**src/rtl/fnd_pkg.sv**
```systemverilog
// Shared constants for the seven-segment scan display.
// Active-low segment patterns and digit enables.
package fnd_pkg;

    localparam logic [7:0] SEG_0     = 8'hC0;
    localparam logic [7:0] SEG_1     = 8'hF9;
    localparam logic [7:0] SEG_2     = 8'hA4;
    localparam logic [7:0] SEG_3     = 8'hB0;
    localparam logic [7:0] SEG_4     = 8'h99;
    localparam logic [7:0] SEG_5     = 8'h92;
    localparam logic [7:0] SEG_6     = 8'h82;
    localparam logic [7:0] SEG_7     = 8'hF8;
    localparam logic [7:0] SEG_8     = 8'h80;
    localparam logic [7:0] SEG_9     = 8'h90;
    localparam logic [7:0] SEG_DASH  = 8'hBF;
    localparam logic [7:0] SEG_BLANK = 8'hFF;
    localparam logic [3:0] DIGIT_OFF = 4'b1111;

    typedef enum logic {
        ST_LOAD,
        ST_SCAN
    } scan_state_t;

    function automatic logic [3:0] digit_enable(input logic [1:0] idx);
        return DIGIT_OFF ^ (4'b0001 << idx);
    endfunction

endpackage

```
**src/rtl/fnd_scan_controller_bcd_to_seg.sv**
```systemverilog
// Combinational digit decoder: 4-bit digit plus dash flag to segments g..a.
// Codes above 9 fall back to a dash.
module bcd_to_seg
    import fnd_pkg::*;
(
    input  logic [3:0] digit,
    input  logic       dash,
    output logic [6:0] seg
);

    always_comb begin
        seg = SEG_DASH[6:0];
        case (digit)
            4'd0:    seg = SEG_0[6:0];
            4'd1:    seg = SEG_1[6:0];
            4'd2:    seg = SEG_2[6:0];
            4'd3:    seg = SEG_3[6:0];
            4'd4:    seg = SEG_4[6:0];
            4'd5:    seg = SEG_5[6:0];
            4'd6:    seg = SEG_6[6:0];
            4'd7:    seg = SEG_7[6:0];
            4'd8:    seg = SEG_8[6:0];
            4'd9:    seg = SEG_9[6:0];
            default: seg = SEG_DASH[6:0];
        endcase
        if (dash) seg = SEG_DASH[6:0];
    end

endmodule

```
**src/rtl/fnd_scan_controller.sv**
```systemverilog
// Four-digit multiplexed display scanner with frame-synchronous snapshot.
// Optional FND_DP_BLINK_EN: separator dp blinks with the low field.
module fnd_scan_controller
    import fnd_pkg::*;
#(
    parameter int unsigned LOW_MAX  = 100,
    parameter int unsigned HIGH_MAX = 60,
    parameter int unsigned SCAN_DIV = 100_000
) (
    input  logic                        clk,
    input  logic                        reset,
    input  logic [$clog2(LOW_MAX)-1:0]  bcd_low,
    input  logic [$clog2(HIGH_MAX)-1:0] bcd_high,
    output logic [7:0]                  seg,
    output logic [3:0]                  seg_comm
);

    localparam int unsigned LW = $clog2(LOW_MAX);
    localparam int unsigned HW = $clog2(HIGH_MAX);
    localparam int unsigned CW = (SCAN_DIV > 1) ? $clog2(SCAN_DIV) : 1;

    scan_state_t   state;
    scan_state_t   state_nxt;
    logic [CW-1:0] pre_cnt;
    logic [1:0]    idx;
    logic [LW-1:0] snap_low;
    logic [HW-1:0] snap_high;
    logic          tick;
    logic          wrap;
    logic          load;
    logic          lo_dash;
    logic          hi_dash;
    logic [3:0]    digit;
    logic          dash;
    logic          dp_on;
    logic [6:0]    seg7;
    logic [7:0]    seg_nxt;
    logic [3:0]    comm_nxt;

    assign tick    = (32'(pre_cnt) == SCAN_DIV - 1);
    assign lo_dash = (32'(snap_low) >= LOW_MAX);
    assign hi_dash = (32'(snap_high) >= HIGH_MAX);

    always_comb begin
        digit = 4'd0;
        dash  = 1'b0;
        unique case (idx)
            2'd0: begin
                digit = 4'(32'(snap_low) % 10);
                dash  = lo_dash;
            end
            2'd1: begin
                digit = 4'(32'(snap_low) / 10);
                dash  = lo_dash;
            end
            2'd2: begin
                digit = 4'(32'(snap_high) % 10);
                dash  = hi_dash;
            end
            2'd3: begin
                digit = 4'(32'(snap_high) / 10);
                dash  = hi_dash;
            end
        endcase
    end

    bcd_to_seg u_dec (
        .digit (digit),
        .dash  (dash),
        .seg   (seg7)
    );

`ifdef FND_DP_BLINK_EN
    assign dp_on = (idx == 2'd2) && (32'(snap_low) < LOW_MAX / 2);
`else
    assign dp_on = (idx == 2'd2);
`endif

    // Scan ticks blank the outputs for one cycle to avoid ghosting.
    always_comb begin
        state_nxt = ST_SCAN;
        wrap      = tick && (idx == 2'd3);
        load      = 1'b0;
        seg_nxt   = SEG_BLANK;
        comm_nxt  = DIGIT_OFF;
        unique case (state)
            ST_LOAD: begin
                load = 1'b1;
            end
            ST_SCAN: begin
                load = wrap;
                if (!tick) begin
                    seg_nxt  = {~dp_on, seg7};
                    comm_nxt = digit_enable(idx);
                end
            end
        endcase
    end

    always_ff @(posedge clk or negedge reset) begin
        if (!reset) state <= ST_LOAD;
        else        state <= state_nxt;
    end

    always_ff @(posedge clk or negedge reset) begin
        if (!reset) begin
            pre_cnt   <= '0;
            idx       <= '0;
            snap_low  <= '0;
            snap_high <= '0;
            seg       <= SEG_BLANK;
            seg_comm  <= DIGIT_OFF;
        end else begin
            pre_cnt <= tick ? '0 : pre_cnt + 1'b1;
            if (tick) idx <= idx + 2'd1;
            if (load) begin
                snap_low  <= bcd_low;
                snap_high <= bcd_high;
            end
            seg      <= seg_nxt;
            seg_comm <= comm_nxt;
        end
    end

endmodule
```
**config.mk**
```make
export PLATFORM = sky130hd
export DESIGN_NAME = fnd_scan_controller
export DESIGN_NICKNAME = d
export VERILOG_FILES = /design/src/rtl/fnd_pkg.sv /design/src/rtl/fnd_scan_controller_bcd_to_seg.sv /design/src/rtl/fnd_scan_controller.sv
export SDC_FILE = /design/constraint.sdc
export NUM_CORES = 1
export LEC_CHECK = 0
export CAP_MARGIN = 25
export CELL_PAD_IN_SITES_DETAIL_PLACEMENT = 0
export CELL_PAD_IN_SITES_GLOBAL_PLACEMENT = 1
export CORE_AREA = 2 2 94 96
export DETAILED_ROUTE_END_ITERATION = 10
export DIE_AREA = 0 0 96 98
export PLACE_DENSITY = 0.72
export SYNTH_ARGS = -nofsm -noshare
export SYNTH_HDL_FRONTEND = slang
export SYNTH_SLANG_ARGS = --single-unit
```
**constraint.sdc**
```tcl
create_clock -name clk -period 7.9 [get_ports clk]
set_input_delay 1.58 -clock clk [delete_from_list [all_inputs] [get_ports clk]]
set_output_delay 1.58 -clock clk [all_outputs]
set_load 0.03 [all_outputs]
```
== After elaboration in Yosys (flattened, before gate mapping) ==
Memories as Yosys holds them, arrays and structs flattened.
Index checks and enable logic that the tools add are counted.

* Memories kept: 1
* Bits in registers: 45
* Output and inout bits: 12
* Bits of input ports: 15
* ROM bits: 112

* Reductions and logical operators: 4
* $add $sub $neg: 2
* Order comparisons: 2
* Divide/modulo/power cells: 4
* Bitwise logic cells: 3
* Shift operators: 1
* Equal/unequal tests: 4
* Multiplexer cells: 9

{| class="wikitable"
|+ Memories
! memory !! depth !! bits a word !! rd ports !! clocked after memory_dff !! wr ports !! RTL line !! RTL
|-
| (name not given) || 16 || 7 || 1 || 0 || 0 || fnd_scan_controller_bcd_to_seg.sv:13 || <nowiki>case (digit)</nowiki>
|}

{| class="wikitable"
|+ Operators by type and width
! operator !! count
|-
| $div A6 B4 Y32 const B || 1
|-
| $div A7 B4 Y32 const B || 1
|-
| $mod A6 B4 Y32 const B || 1
|-
| $mod A7 B4 Y32 const B || 1
|-
| $add A17 B1 Y17 const B || 1
|-
| $eq A17 B17 Y1 const B || 1
|-
| $mux W17 || 1
|-
| $mux W8 || 2
|-
| $pmux W4 S4 || 1
|-
| $mux W4 || 2
|-
| $ge A7 B7 Y1 const B || 1
|-
| $mux W7 || 1
|-
| $ge A6 B6 Y1 const B || 1
|-
| $eq A2 B2 Y1 const B || 2
|-
| $not A4 Y4 || 1
|-
| $pmux W1 S2 || 2
|-
| $reduce_or A2 Y1 || 2
|-
| $shl A1 B2 Y4 const A || 1
|-
| $add A2 B1 Y2 const B || 1
|-
| $eq A2 B1 Y1 const B || 1
|-
| $logic_not A2 Y1 || 1
|-
| $not A1 Y1 || 2
|-
| $logic_and A1 B1 Y1 || 1
|}

== Depth between registers and ports, before layout ==
* Word-level depth: 6
* Gate-level depth with buffers: 18
* Gate-level depth less buffers: 16

== Hierarchy ==
From an unflattened synthesis, not the netlist that was laid out.

* Cell total of the unflattened synthesis: 270
* Area, all modules: 2660.1 um^2

{| class="wikitable"
|+ By module, submodules not included
! module !! instances !! sequential area each (um^2) !! cells an instance !! area an instance (um^2)
|-
| fnd_scan_controller || 1 || 1114.8 || 235 || 2427.3
|-
| bcd_to_seg || 1 || 0.0 || 35 || 232.7
|}

== Worst setup path before layout ==
OpenSTA, ideal clock, no wires.

* Kind: register to register
* From: register idx[0]
* To: register seg[3]
* Arrival time: 3105 ps
* Period minus slack after synthesis: 3187 ps
* Setup time: 82 ps
* Buffers on the path: 2
* Path slack: 4713 ps
* Cell stages (with the launch flop): 18
* Path through: dfrtp_1 inv_1 ha_1 buf_6 buf_2 o31ai_1 a31oi_1 o22ai_1 nor2_1 ha_1 nor3_1 a21oi_1 nand3b_1 inv_1 ha_1 inv_1 or2_1 a22oi_1

* Word-level cells in the longest chain between the ends: 6
* Elaborated cells between the ends (all ways): 12
* Classes of those cells: eq/ne (3); mux (5); reduce/logical (3); memory (1)

{| class="wikitable"
|+ Ends and longest elaborated chain
! element !! RTL line !! RTL
|-
| start, declared || fnd_scan_controller.sv:25 || <nowiki>logic [1:0] idx;</nowiki>
|-
| start signal, assigned || fnd_scan_controller.sv:115 || <nowiki>if (tick) idx <= idx + 2'd1;</nowiki>
|-
| $eq A2 B2 Y1, or another cell as far along || fnd_scan_controller.sv:47 || <nowiki>unique case (idx)</nowiki>
|-
| $pmux W4 S4 / $reduce_or A2 Y1 (equally long branches) || - ||
|-
| $mem_v2 Z16 W7 / $pmux W1 S2 (equally long branches) || - ||
|-
| $mux W7 (*) || fnd_scan_controller_bcd_to_seg.sv:26 || <nowiki>if (dash) seg = SEG_DASH[6:0];</nowiki>
|-
| $mux W8 (*) || fnd_scan_controller.sv:92 || <nowiki>if (!tick) begin</nowiki>
|-
| $mux W8 (*) || fnd_scan_controller.sv:86 || <nowiki>unique case (state)</nowiki>
|-
| named net seg_nxt[3] || fnd_scan_controller.sv:37 || <nowiki>logic [7:0] seg_nxt;</nowiki>
|-
| end signal, assigned || fnd_scan_controller.sv:120 || <nowiki>seg <= seg_nxt;</nowiki>
|-
| end, declared || fnd_scan_controller.sv:14 || <nowiki>output logic [7:0] seg,</nowiki>
|}

Mark *: on every way through the listed nets, which the timed path passes. The rest lies on a longest branch.
A chain may end at the register's enable or synchronous reset.

== Worst setup path in the final report ==
Same ends and word-level chain as after synthesis.

==> reports/results.ini <==
[timing]
slew_violations = 0
fmax_mhz = 253
worst_slack_ps = 3950
layout_min_cycle_time_ps = 3950
setup-violations-final = 0
hold_viol_final = 0
rsz0062_at_grt = no
worstMarginPinSlew_ps = 813
finalCritPeriodShare_pct = 50.1
slew_headroom_pct = 45.8
fin_skew_ps = 9.89
tns_ps = 0

[grt]
grt_pass1_vias = 2214
track_usage_pct = 14.3
antenna_found_initial = 0
grt_max_degree = 45
grt_overflow = 0
grt_pass1_wl_um = 10700

[detailed_routing]
dr.pass1.iters = 4
wl_per_cell_um = 14.5
drt-initial-drc-count = 109
remaining_drc_errors = 0
ant_nets = 0
via_per_inst = 5.33
drt_wl_total_um = 6150
vias = 2256

[setup_path]
critPathRequiredTime_ps = 8120
cp-end-kind = flop
cp.arrival_ps = 4170
crit_fanout = 21
crit_type = flop to flop
startpoint_type = flop

[layout]
post_route_cells_drive_above_1_share_pct = 18.4
fin_nets = 340
finalNonFillerCells = 423
final_util_pct = 39.4
antenna_cells = 0
area_growth_pct = 16.3

[floorplan]
rows = 34
die_w_um = 96
die-area_um2 = 9410
ioPinCount = 27
initial_core_util_pct = 33.8
fp.dieH_um = 98
core_um2 = 8470

[synthesis]
synth-main-ff-cell = dfrtp_1
ys_warn_count = 0
yosysTopAreaCellShare_pct = 28.8
yosys.area.top_type = dfrtp_1
yosysMostFrequentCell = dfrtp_1
syn-cell-area_um2 = 2870
synth.avg_cell_area_um2 = 9.85
syn_inst = 291
synthArstFlopShare_pct = 100
ys_seq_elements = 44
syn_nets = 317
synth.area.top_cells = dfrtp_1 (29%), dfstp_2 (10%), mux2_2 (6.3%)
post_synth_num_cell_types = 70
ys_seq_area_share_pct = 38.9
synth_common_cells = dfrtp_1 (33), nand2_1 (23), nor2_1 (20)
synth_edf_count = 0

[clock_network]
post_cts_buffers = 0
htreeDepth = 2
cts.clk_slew.worst_paths_ps = 90
hold_buffers = 0
cts_resized = 0
cts_root_buf = clkbuf_8
cts_num_sinks = 44
cts_inserted_buffers = 5
clock_latency_ps = 300
clock_path_buffers = 2
cts_tree = yes

[power]
p_leak_nw = 1.28
ir_drop_mv = 0.0633
p_total_mw = 0.644
p_per_area_nw_per_um2 = 193

[placement]
dpl.hpwl_um = 4450
port_buffers = 26
place_ws_ps = 4020
place.gp.congestion = 0.860
place_inst = 414

[run_status]
status = completed

[hold_path]
hold_path_class = flop to flop

[run]
drv_cap = 0

-- critical path, cell delays in order (launching register included) --
cell	delay, ps
dfrtp_1	410
inv_1	120
ha_1	700
mux2_1	480
nor2_1	200
nand2_1	70
a21oi_1	200
nor2_1	80
ha_1	240
nor3_1	210
a21oi_1	90
nand3b_1	220
inv_1	100
ha_1	300
inv_1	50
or2_1	210
a22oi_1	160
-- through the flow --
stage / cell area [um2] / hold WS [ps]
after CTS: 3300 / 484
after global routing: 3330 / 517
final: 3330 / 475
after floorplan: 2870 / 438
after detailed placement: 3190 / 467
after global placement: 3190 / 457
-- cell type report --
cell class,instances,area (um2)
multi-input cells,227,1650
well taps,108,135
repair buffers,28,290
clock buffers,5,68.8
inverters,8,30.0
clock inverters,3,46.3
fillers,843,5130
flip-flops and latches,44,1110
-- layout by cell type, fill, tap and decap left out, types with 5 or more instances in the layout --
cell type        count
dfrtp_1             33
clkdlybuf4s50_1     25
nand2_1             23
nor2_1              20
mux2_2              16
nand3_1             13
ha_1                11
dfstp_2             11
a21oi_1             10
nand2b_1             9
o21ai_0              9
xnor2_1              9
inv_1                8
or3_1                7
nor2b_1              6
mux2i_1              6
nand4_1              5
clkbuf_8             5
-- layer usage --
metal  GRT usage (%)  share of wire [%]  vias to the layer above
met5               0                  0                        -
met4            3.30               0.70                        0
met3            2.85                3.7                        4
met2            22.0                 47                       51
met1            20.6                 48                     1091
li1                -                  -                     1110
-- worst paths after layout --
kind | from | end | slack [ps] | depth (start not counted)
setup reg to reg | idx[0] | seg[3] | 3950 | 16
hold / removal | pre_cnt[4] | pre_cnt[4] | 470 | 1
max in group asynchronous | reset | seg_comm[2] | 6050 | 2
hold reg to reg | pre_cnt[4] | pre_cnt[4] | 470 | 1
min in group asynchronous | reset | snap_low[1] | 1260 | 1
setup / recovery | idx[0] | seg[3] | 3950 | 16
-- report_power, final --
part / switching [mW] / internal, mW / leakage, nW
combinational: 0.109 / 0.0882 / 0.698
sequential: 0.0165 / 0.250 / 0.531
clock: 0.0839 / 0.0953 / 0.0548
-- cells by family (layout without fill, tap and decap cells) --
group / count (synthesis) / after routing / synth area share [%]
AO/OA/AOI/OAI: 60 / 60 / 15.6
XOR/XNOR: 13 / 13 / 3.97
adder cells (fa/ha/maj): 11 / 11 / 4.80
buffers and inverters: 20 / 44 / 3.62
flip-flops: 44 / 44 / 38.9
multiplexers: 25 / 25 / 9.65
other: 1 / 1 / 0.131
AND/OR/NAND/NOR: 117 / 117 / 23.3
-- registers in the layout, indices dropped and copies added, names as in the netlist --
signal / cells
pre_cnt: 17
snap_low: 7
seg: 7
snap_high: 6
state: 1
seg_comm: 4
idx: 2
No activity file was read; power rests on OpenSTA's default activity.
